File: src/rtl/register_dump_reader_pkg.sv
// Shared definitions for the register dump reader and the host-side frame decoder.
package register_dump_reader_pkg;

  localparam int          RDR_NUM_REGS     = 32;
  localparam int          RDR_ADDR_WIDTH   = 5;
  localparam int          RDR_DATA_WIDTH   = 32;
  localparam int          RDR_READ_LATENCY = 1;
  localparam logic [7:0]  RDR_SYNC_BYTE    = 8'hA5;

  // Bytes per frame: sync byte, every register word, checksum byte.
  `define RDR_FRAME_LEN(n, w) (2 + (n) * (w) / 8)

  localparam int RDR_FRAME_BYTES = `RDR_FRAME_LEN(RDR_NUM_REGS, RDR_DATA_WIDTH);

  typedef enum logic [2:0] {
    RDR_IDLE,
    RDR_SYNC,
    RDR_ADDR,
    RDR_WAIT,
    RDR_SEND,
    RDR_CSUM,
    RDR_DONE
  } rdr_state_t;

endpackage

File: src/rtl/register_dump_reader_if.sv
// Debug read port plus outgoing byte channel of the dump reader.
interface register_dump_reader_if
  import register_dump_reader_pkg::*;
#(
  parameter int ADDR_WIDTH = RDR_ADDR_WIDTH,
  parameter int DATA_WIDTH = RDR_DATA_WIDTH
);
  logic [ADDR_WIDTH-1:0] read_address_debug;
  logic [DATA_WIDTH-1:0] data_out_debug;
  logic [7:0]            tx_data;
  logic                  tx_valid;
  logic                  tx_ready;

  // Reader side: drives the debug address and the byte stream.
  modport master (
    output read_address_debug, tx_data, tx_valid,
    input  data_out_debug, tx_ready
  );

  // Register file / byte sink side.
  modport slave (
    input  read_address_debug, tx_data, tx_valid,
    output data_out_debug, tx_ready
  );
endinterface

File: src/rtl/register_dump_reader_word_byte_serializer.sv
// Snapshots one register word and hands it out MSB byte first under valid/ready.
module word_byte_serializer
  import register_dump_reader_pkg::*;
#(
  parameter int DATA_WIDTH = RDR_DATA_WIDTH
) (
  input  logic                  clock,
  input  logic                  reset,
  input  logic                  load,
  input  logic [DATA_WIDTH-1:0] word,
  output logic [7:0]            byte_data,
  output logic                  byte_valid,
  output logic                  byte_last,
  input  logic                  byte_ready
);
  localparam int NB = DATA_WIDTH / 8;
  localparam int CW = (NB > 1) ? $clog2(NB) : 1;

  logic [DATA_WIDTH-1:0] shreg;
  logic [CW-1:0]         bcnt;
  logic                  vld;

  assign byte_data  = shreg[DATA_WIDTH-1 -: 8];
  assign byte_valid = vld;
  assign byte_last  = (bcnt == CW'(NB - 1));

  // Load a fresh snapshot, then shift one byte out per accepted transfer.
  always_ff @(posedge clock) begin
    if (reset) begin
      shreg <= '0;
      bcnt  <= '0;
      vld   <= 1'b0;
    end else if (load) begin
      shreg <= word;
      bcnt  <= '0;
      vld   <= 1'b1;
    end else if (vld && byte_ready) begin
      if (byte_last) begin
        vld <= 1'b0;
      end else begin
        shreg <= shreg << 8;
        bcnt  <= bcnt + CW'(1);
      end
    end
  end
endmodule

File: src/rtl/register_dump_reader.sv
// Walks the register file debug port and streams a framed, checksummed dump as bytes.
module register_dump_reader
  import register_dump_reader_pkg::*;
#(
  parameter int         NUM_REGS     = RDR_NUM_REGS,
  parameter int         ADDR_WIDTH   = RDR_ADDR_WIDTH,
  parameter int         DATA_WIDTH   = RDR_DATA_WIDTH,
  parameter int         READ_LATENCY = RDR_READ_LATENCY,
  parameter logic [7:0] SYNC_BYTE    = RDR_SYNC_BYTE
) (
  input  logic                   clock,
  input  logic                   reset,
  input  logic                   dump_start,
  output logic                   dump_busy,
  output logic                   dump_done,
  register_dump_reader_if.master dbg
);
  rdr_state_t            state;
  logic [ADDR_WIDTH-1:0] idx;
  logic [ADDR_WIDTH-1:0] addr_q;
  logic [1:0]            wcnt;
  logic [7:0]            csum;
  logic [7:0]            hdr_data;   // sync / checksum byte
  logic                  hdr_valid;

  logic       ser_load, ser_valid, ser_last, ser_ready;
  logic [7:0] ser_byte;

  // Sync and checksum bytes come from hdr_*, word bytes from the serializer;
  // the two valids are never high together.
  assign dbg.tx_valid           = hdr_valid | ser_valid;
  assign dbg.tx_data            = ser_valid ? ser_byte : hdr_data;
  assign dbg.read_address_debug = addr_q;

  assign ser_load  = (state == RDR_WAIT) && (wcnt == 2'd0);
  assign ser_ready = (state == RDR_SEND) && dbg.tx_ready;

  word_byte_serializer #(.DATA_WIDTH(DATA_WIDTH)) u_ser (
    .clock      (clock),
    .reset      (reset),
    .load       (ser_load),
    .word       (dbg.data_out_debug),
    .byte_data  (ser_byte),
    .byte_valid (ser_valid),
    .byte_last  (ser_last),
    .byte_ready (ser_ready)
  );

  // Frame sequencer: sync byte, one read/send pass per register, checksum, done pulse.
  always_ff @(posedge clock) begin
    if (reset) begin
      state     <= RDR_IDLE;
      idx       <= '0;
      addr_q    <= '0;
      wcnt      <= '0;
      csum      <= 8'h00;
      hdr_data  <= 8'h00;
      hdr_valid <= 1'b0;
      dump_busy <= 1'b0;
      dump_done <= 1'b0;
    end else begin
      case (state)
        RDR_IDLE: if (dump_start) begin
          idx       <= '0;
          csum      <= 8'h00;
          hdr_data  <= SYNC_BYTE;
          hdr_valid <= 1'b1;
          dump_busy <= 1'b1;
          state     <= RDR_SYNC;
        end
        RDR_SYNC: if (dbg.tx_ready) begin
          hdr_valid <= 1'b0;
          state     <= RDR_ADDR;
        end
        RDR_ADDR: begin
          addr_q <= idx;
          wcnt   <= 2'(READ_LATENCY);
          state  <= RDR_WAIT;
        end
        RDR_WAIT: begin
          if (wcnt == 2'd0) state <= RDR_SEND;
          else              wcnt  <= wcnt - 2'd1;
        end
        RDR_SEND: if (ser_valid && dbg.tx_ready) begin
          csum <= csum ^ ser_byte;
          if (ser_last) begin
            if (idx == ADDR_WIDTH'(NUM_REGS - 1)) begin
              hdr_data  <= csum ^ ser_byte;
              hdr_valid <= 1'b1;
              state     <= RDR_CSUM;
            end else begin
              idx   <= idx + ADDR_WIDTH'(1);
              state <= RDR_ADDR;
            end
          end
        end
        RDR_CSUM: if (dbg.tx_ready) begin
          hdr_valid <= 1'b0;
          dump_done <= 1'b1;
          state     <= RDR_DONE;
        end
        RDR_DONE: begin
          dump_done <= 1'b0;
          dump_busy <= 1'b0;
          state     <= RDR_IDLE;
        end
        default: state <= RDR_IDLE;
      endcase
    end
  end
endmodule
File: src/flat_wrapper.sv
// flat-port wrapper written by rule: the top's interface ports become plain ports
module register_dump_reader_flat import register_dump_reader_pkg::*;
#(
  parameter int         NUM_REGS     = RDR_NUM_REGS,
  parameter int         ADDR_WIDTH   = RDR_ADDR_WIDTH,
  parameter int         DATA_WIDTH   = RDR_DATA_WIDTH,
  parameter int         READ_LATENCY = RDR_READ_LATENCY,
  parameter logic [7:0] SYNC_BYTE    = RDR_SYNC_BYTE
)
  (clock, reset, dump_start, dump_busy, dump_done, dbg_read_address_debug, dbg_tx_data, dbg_tx_valid, dbg_data_out_debug, dbg_tx_ready);
  register_dump_reader_if #(.ADDR_WIDTH(ADDR_WIDTH), .DATA_WIDTH(DATA_WIDTH)) dbg_i ();
  input  logic clock;
  input  logic reset;
  input  logic dump_start;
  output logic dump_busy;
  output logic dump_done;
  output wire logic [$bits(dbg_i.read_address_debug)-1:0] dbg_read_address_debug;
  output wire logic [$bits(dbg_i.tx_data)-1:0] dbg_tx_data;
  output wire logic [$bits(dbg_i.tx_valid)-1:0] dbg_tx_valid;
  input wire logic [$bits(dbg_i.data_out_debug)-1:0] dbg_data_out_debug;
  input wire logic [$bits(dbg_i.tx_ready)-1:0] dbg_tx_ready;
  assign dbg_read_address_debug = dbg_i.read_address_debug;
  assign dbg_tx_data = dbg_i.tx_data;
  assign dbg_tx_valid = dbg_i.tx_valid;
  assign dbg_i.data_out_debug = dbg_data_out_debug;
  assign dbg_i.tx_ready = dbg_tx_ready;
  register_dump_reader #(.NUM_REGS(NUM_REGS), .ADDR_WIDTH(ADDR_WIDTH), .DATA_WIDTH(DATA_WIDTH), .READ_LATENCY(READ_LATENCY), .SYNC_BYTE(SYNC_BYTE)) u_core (.clock(clock), .reset(reset), .dump_start(dump_start), .dump_busy(dump_busy), .dump_done(dump_done), .dbg(dbg_i));
endmodule
File: config.mk
export PLATFORM = sky130hd
export DESIGN_NAME = register_dump_reader_flat
export DESIGN_NICKNAME = d
export VERILOG_FILES = /design/src/rtl/register_dump_reader_pkg.sv /design/src/rtl/register_dump_reader_if.sv /design/src/rtl/register_dump_reader_word_byte_serializer.sv /design/src/rtl/register_dump_reader.sv /design/src/flat_wrapper.sv
export SDC_FILE = /design/constraint.sdc
export NUM_CORES = 1
export LEC_CHECK = 0
export ABC_AREA = 1
export CORE_ASPECT_RATIO = 0.9
export CORE_UTILIZATION = 57
export DETAILED_ROUTE_END_ITERATION = 10
export GPL_TIMING_DRIVEN = 0
export PLACE_DENSITY_LB_ADDON = 0.12
export RECOVER_POWER = 100
export SLEW_MARGIN = 20
export SYNTH_ARGS = -nofsm -noshare
export SYNTH_HDL_FRONTEND = slang
export SYNTH_SLANG_ARGS = --single-unit
File: constraint.sdc
create_clock -name clock -period 3.9 [get_ports clock]
set_input_delay 0.78 -clock clock [delete_from_list [all_inputs] [get_ports clock]]
set_output_delay 0.78 -clock clock [all_outputs]
set_load 0.01 [all_outputs]
; ---- Yosys cells after proc, flatten, opt, wreduce, memory -nomap -nowiden
; Cells that the tools add are included.
[classes]
reduce_logical = 26
n_bitwise = 3
muxes = 39
addsub = 3
n_eq_ne = 19
[ops]
columns = op, count
row1 = 32-bit two-way mux, 3
row2 = 8-bit two-way mux, 7
row3 = 8-bit one-hot mux with 2 select lines, 2
row4 = 3-bit two-way mux, 7
row5 = 5-bit two-way mux, 4
row6 = 3-bit one-hot mux with 6 select lines, 1
row7 = 2-bit inequality test (second input constant), 8
row8 = 2-bit AND reduction, 6
row9 = 6-bit AND reduction, 2
row10 = 2-bit nonzero test, 6
row11 = 5-bit one-hot mux with 2 select lines, 1
row12 = 5-bit AND reduction, 2
row13 = 3-bit == test (second input constant), 3
row14 = 1-bit two-way mux, 9
row15 = 8-bit XOR, 1
row16 = 3-bit by 2-bit == test with 1-bit output (second input constant), 2
row17 = 2-bit by 1-bit inequality test with 1-bit output (second input constant), 3
row18 = 5-bit by 1-bit adder with 5-bit output (second input constant), 1
row19 = 5-bit == test (second input constant), 1
row20 = 1-bit logical AND, 4
row21 = 1-bit one-hot mux with 2 select lines, 2
row22 = 2-bit one-hot mux with 2 select lines, 1
row23 = 2-bit OR reduction, 2
row24 = 3-bit by 1-bit == test with 1-bit output (second input constant), 1
row25 = 11 further kinds, 11
[word_totals]
register_bits = 69
in_bits = 36
wordCells = 102
out_inout_bits = 16

; ---- Depth between registers and ports, before layout
[depth]
depth_word = 5
ltp_mapped = 11

; ---- Modules after synthesis
; From an unflattened synthesis, not the netlist that was laid out.
[hier_totals]
cells_unflattened = 534
area_unflattened_um2 = 3617.2
[by_module_without_submodules]
columns = module, area_per_inst_um2, cells_each, instances, seq_area_each_um2
row1 = word_byte_serializer, 1816.7, 270, 1, 700.7
row2 = register_dump_reader, 1800.5, 264, 1, 680.7

; ---- Least setup slack after synthesis
; No wires, ideal clock.
[synth_path]
kind = input -> register
from = input port dbg_tx_ready
to = register u_core.hdr_data[0]
slack_ns = 2.197
setup_time_ns = 0.117
arrival_time_ns = 1.586
stages = 8
path_buffers = 1
cell_sequence = nand2_1 nand3_1 inv_2 nor2_4 nand2_2 buf_6 nor3_1 nor2_1
[synth_between]
elab_chain_len = 3
[synth_lines]
columns = item, line_no
row1 = "start, declared", flat_wrapper.sv:21  ; input wire logic [$bits(dbg_i.tx_ready)-1:0] dbg_tx_ready;
row2 = 1-bit logical AND, register_dump_reader.sv:84  ; RDR_SEND: if (ser_valid && dbg.tx_ready) begin
row3 = 2-bit inequality test (no line), -
row4 = 5-bit AND reduction (no line), -
row5 = "end signal, assigned", register_dump_reader.sv:88  ; hdr_data <= csum ^ ser_byte;
row6 = "end, declared", register_dump_reader.sv:23  ; logic [7:0] hdr_data;
; No other way between the ends.
; A chain may end at the register's enable or synchronous reset.

; ---- Worst setup path after layout
[layout_path]
from = register u_core.u_ser.vld (netlist: u_core.u_ser.byte_valid)
to = output port dbg_tx_data[1]
[layout_between]
elab_chain_len = 1
[layout_lines]
columns = item, line_no
row1 = "start, declared", register_dump_reader_word_byte_serializer.sv:21  ; logic vld;
row2 = "start signal, assigned", register_dump_reader_word_byte_serializer.sv:32  ; vld <= 1'b0;
row3 = "start signal, assigned", register_dump_reader_word_byte_serializer.sv:36  ; vld <= 1'b1;
row4 = "start signal, assigned", register_dump_reader_word_byte_serializer.sv:39  ; vld <= 1'b0;
row5 = 8-bit two-way mux, register_dump_reader.sv:32  ; assign dbg.tx_data = ser_valid ? ser_byte : hdr_data;
row6 = "end, declared", flat_wrapper.sv:18  ; output wire logic [$bits(dbg_i.tx_data)-1:0] dbg_tx_data;
; No other way between the ends.

==> results.ini <==
[final_layout]
fin_area_sq_um = 4054
nets = 585
drive_above_1_share = 0.06727
diodes = 0
instances_no_fill = 617
area_growth_pct = 22.63

[detailed_routing]
vias_per_cell = 5.220
drt_iter0_markers = 221
drcViolationCount = 0
antenna_left = 0
num_vias = 3221
drt-wirelength-per-cell_microns = 12.90
first_pass_iters = 8
wirelength_mm = 7.959

[logic_synthesis]
synth-edff-count = 0
synth_top_area_frac = 0.4179
synth_nets = 524
yosysTopAreaCell = dfxtp_1
synthCells = 484
synth_cell_types = 25
seq_area_frac_synth = 0.4179
synthFlopType = dfxtp_1
async_flop_share = 0
avgSynthCellArea_sq_um = 6.830
yosysMostFrequentCell = nand2_1
ys_ff_latch = 69
yosys-top-cells-area = dfxtp_1 (42%), nand2_1 (20%), a21oi_1 (8.8%), nand3_1 (6.7%), nor2_1 (3.7%)
yosys-top-cells-count = nand2_1 (174), dfxtp_1 (69), a21oi_1 (58), nand3_1 (44), nor2_1 (33)
synth_area_sq_um = 3306
yosysWarnings = 0

[worst_hold_path]
min_from = u_core.wcnt[1]
hold_class = reg2reg

[timing]
final-max-slew-violation-count = 0
slew_headroom = 0.6125
hold_viol_final = 0
finClkSkew_ns = 0.007920
fmax_ghz = 0.3515
rsz0062_at_grt = no
min_period_over_period = 0.7295
tightest_slew_ns = 0.5813
finalCriticalPeriod_ns = 2.845
setup_tns_ns = 0
setup_ws_ns = 1.055
finalSetupViolations = 0

[die]
dieWidth_microns = 82.28
coreArea_sq_um = 5411
io_pins = 52
placementRows = 25
dieArea_sq_um = 6109
start_util = 0.6109
dieHeight_microns = 74.25

[cts]
cts-root-buf = clkbuf_8
clock-sinks = 69
ctsResizeCount = 0
htreeDepth = 3
clkSlewWorstSetupHoldPaths_ns = 0.07
ctsHoldBuffers = 0
cts_tree = built
clock_latency_ns = 0.35
cts_inserted_buffers = 9
post_cts_buffers = 0
clockBufferDepth = 2

[power_and_ir_drop]
power_density_nw_per_um2 = 537.7
p_leak_uw = 0.001710
peakVddDrop_mv = 0.4708
p_total_uw = 2180

[global_routing]
overflow = 0
grt_max_degree = 13
grt_pass1_wl_mm = 13.00
grt_usage = 0.2827
grt_antenna_before_repair = 0
grt_pass1_vias = 2833

[critical_path]
worstPathRequired_ns = 3.12
critical_path_class = reg2out
critical_path.max_fanout = 10
cp-startpoint = u_core.u_ser.byte_valid
end_kind = primary output
startpoint_type = register
critPathArrivalTime_ns = 2.06
worstReg2RegStart = u_core.state[2]

[placement]
dp.cells = 601
routabilityCongestion = 0.9392
io_buffer_count = 50
hpwl_mm = 5.839
dpl-instance-area_sq_um = 3890
preCtsSetupSlack_ns = 1.469

[run]
drv_cap = 0

[run_status]
status = complete, no violations

routing by layer:
| metal | global-route usage | routed length (microns) | vias up |
|---|---|---|---|
| met5 | 0 | 0 | - |
| met4 | 0.08187 | 46 | 0 |
| met3 | 0.07607 | 570 | 4 |
| met2 | 0.4490 | 3649 | 99 |
| met1 | 0.3771 | 3693 | 1447 |
| li1 | - | - | 1671 |
logic make-up after synthesis:
| logic type | after synthesis | share of synthesized area |
|---|---|---|
| simple gates | 271 | 0.3467 |
| flops | 69 | 0.4179 |
| xor+xnor | 8 | 0.02120 |
| buf+inv | 55 | 0.07835 |
| compound gates | 77 | 0.1207 |
| fa+ha+maj | 4 | 0.01514 |
state kept, by name (all words and copies together) (netlist names):
signal and count:
u_core.u_ser.shreg 32, u_core.dump_busy 1, u_core.u_ser.bcnt 2, u_core.hdr_valid 1, u_core.dump_done 1, u_core.dbg.read_address_debug 5, u_core.state 3, u_core.idx 5
u_core.csum 8, u_core.u_ser.byte_valid 1, u_core.hdr_data 8, u_core.wcnt 2
cell usage in the layout (no fill, tap or decap), drive strengths merged:
cell / count
clkdlybuf4s50: 33
clkinvlp: 2
dlygate4sd3: 17
bufinv: 2
inv: 30
a21oi: 58
o21a: 2
xnor2: 3
nor2: 39
or2: 2
o21ai: 15
clkbuf: 23
nand3: 46
ha: 4
xor2: 5
nor3: 4
nand2: 177
dfxtp: 69
clkinv: 4
nand4: 2
buf: 10
o211ai: 2
nor3b: 1
report_power, final:
group / switching [uW] / internal, uW
registers: 57.9 / 788
logic: 451 / 258
clock network: 270 / 356
total: 778 / 1400
worst paths after layout:
check | depth (start not counted) | endpoint | slack (ns)
max | 4 | dbg_tx_data[1] | 1.06
min | 2 | u_core.wcnt[1] | 0.46
max reg2reg | 11 | u_core.u_ser.shreg[25] | 1.36
min reg2reg | 2 | u_core.wcnt[1] | 0.46
through the flow:
step,util,hold slack [ns]
3_3_place_gp,0.7188,0.4311
6_report,0.7491,0.4600
4_1_cts,0.7584,0.4561
5_1_grt,0.7491,0.4759
2_1_floorplan,-,0.4215
3_5_place_dp,0.7188,0.4458
cell type report:
type / instances / area, sq um
sequential: 69 / 1381
inverter: 31 / 116.4
tap: 67 / 83.83
clock inverter: 7 / 90.09
timing repair buffer: 50 / 500.5
fill: 447 / 1358
buffer: 24 / 115.1
multi-input combinational: 360 / 1643
clock buffer: 9 / 123.9
critical path: stages (launching register included):
cell	delay (ns)
dfxtp_1	0.51
clkbuf_1	0.39
nand2_1	0.09
o21ai_0	0.10
dlygate4sd3_1	0.63
Note: power is estimated with default switching activity, not from simulation.
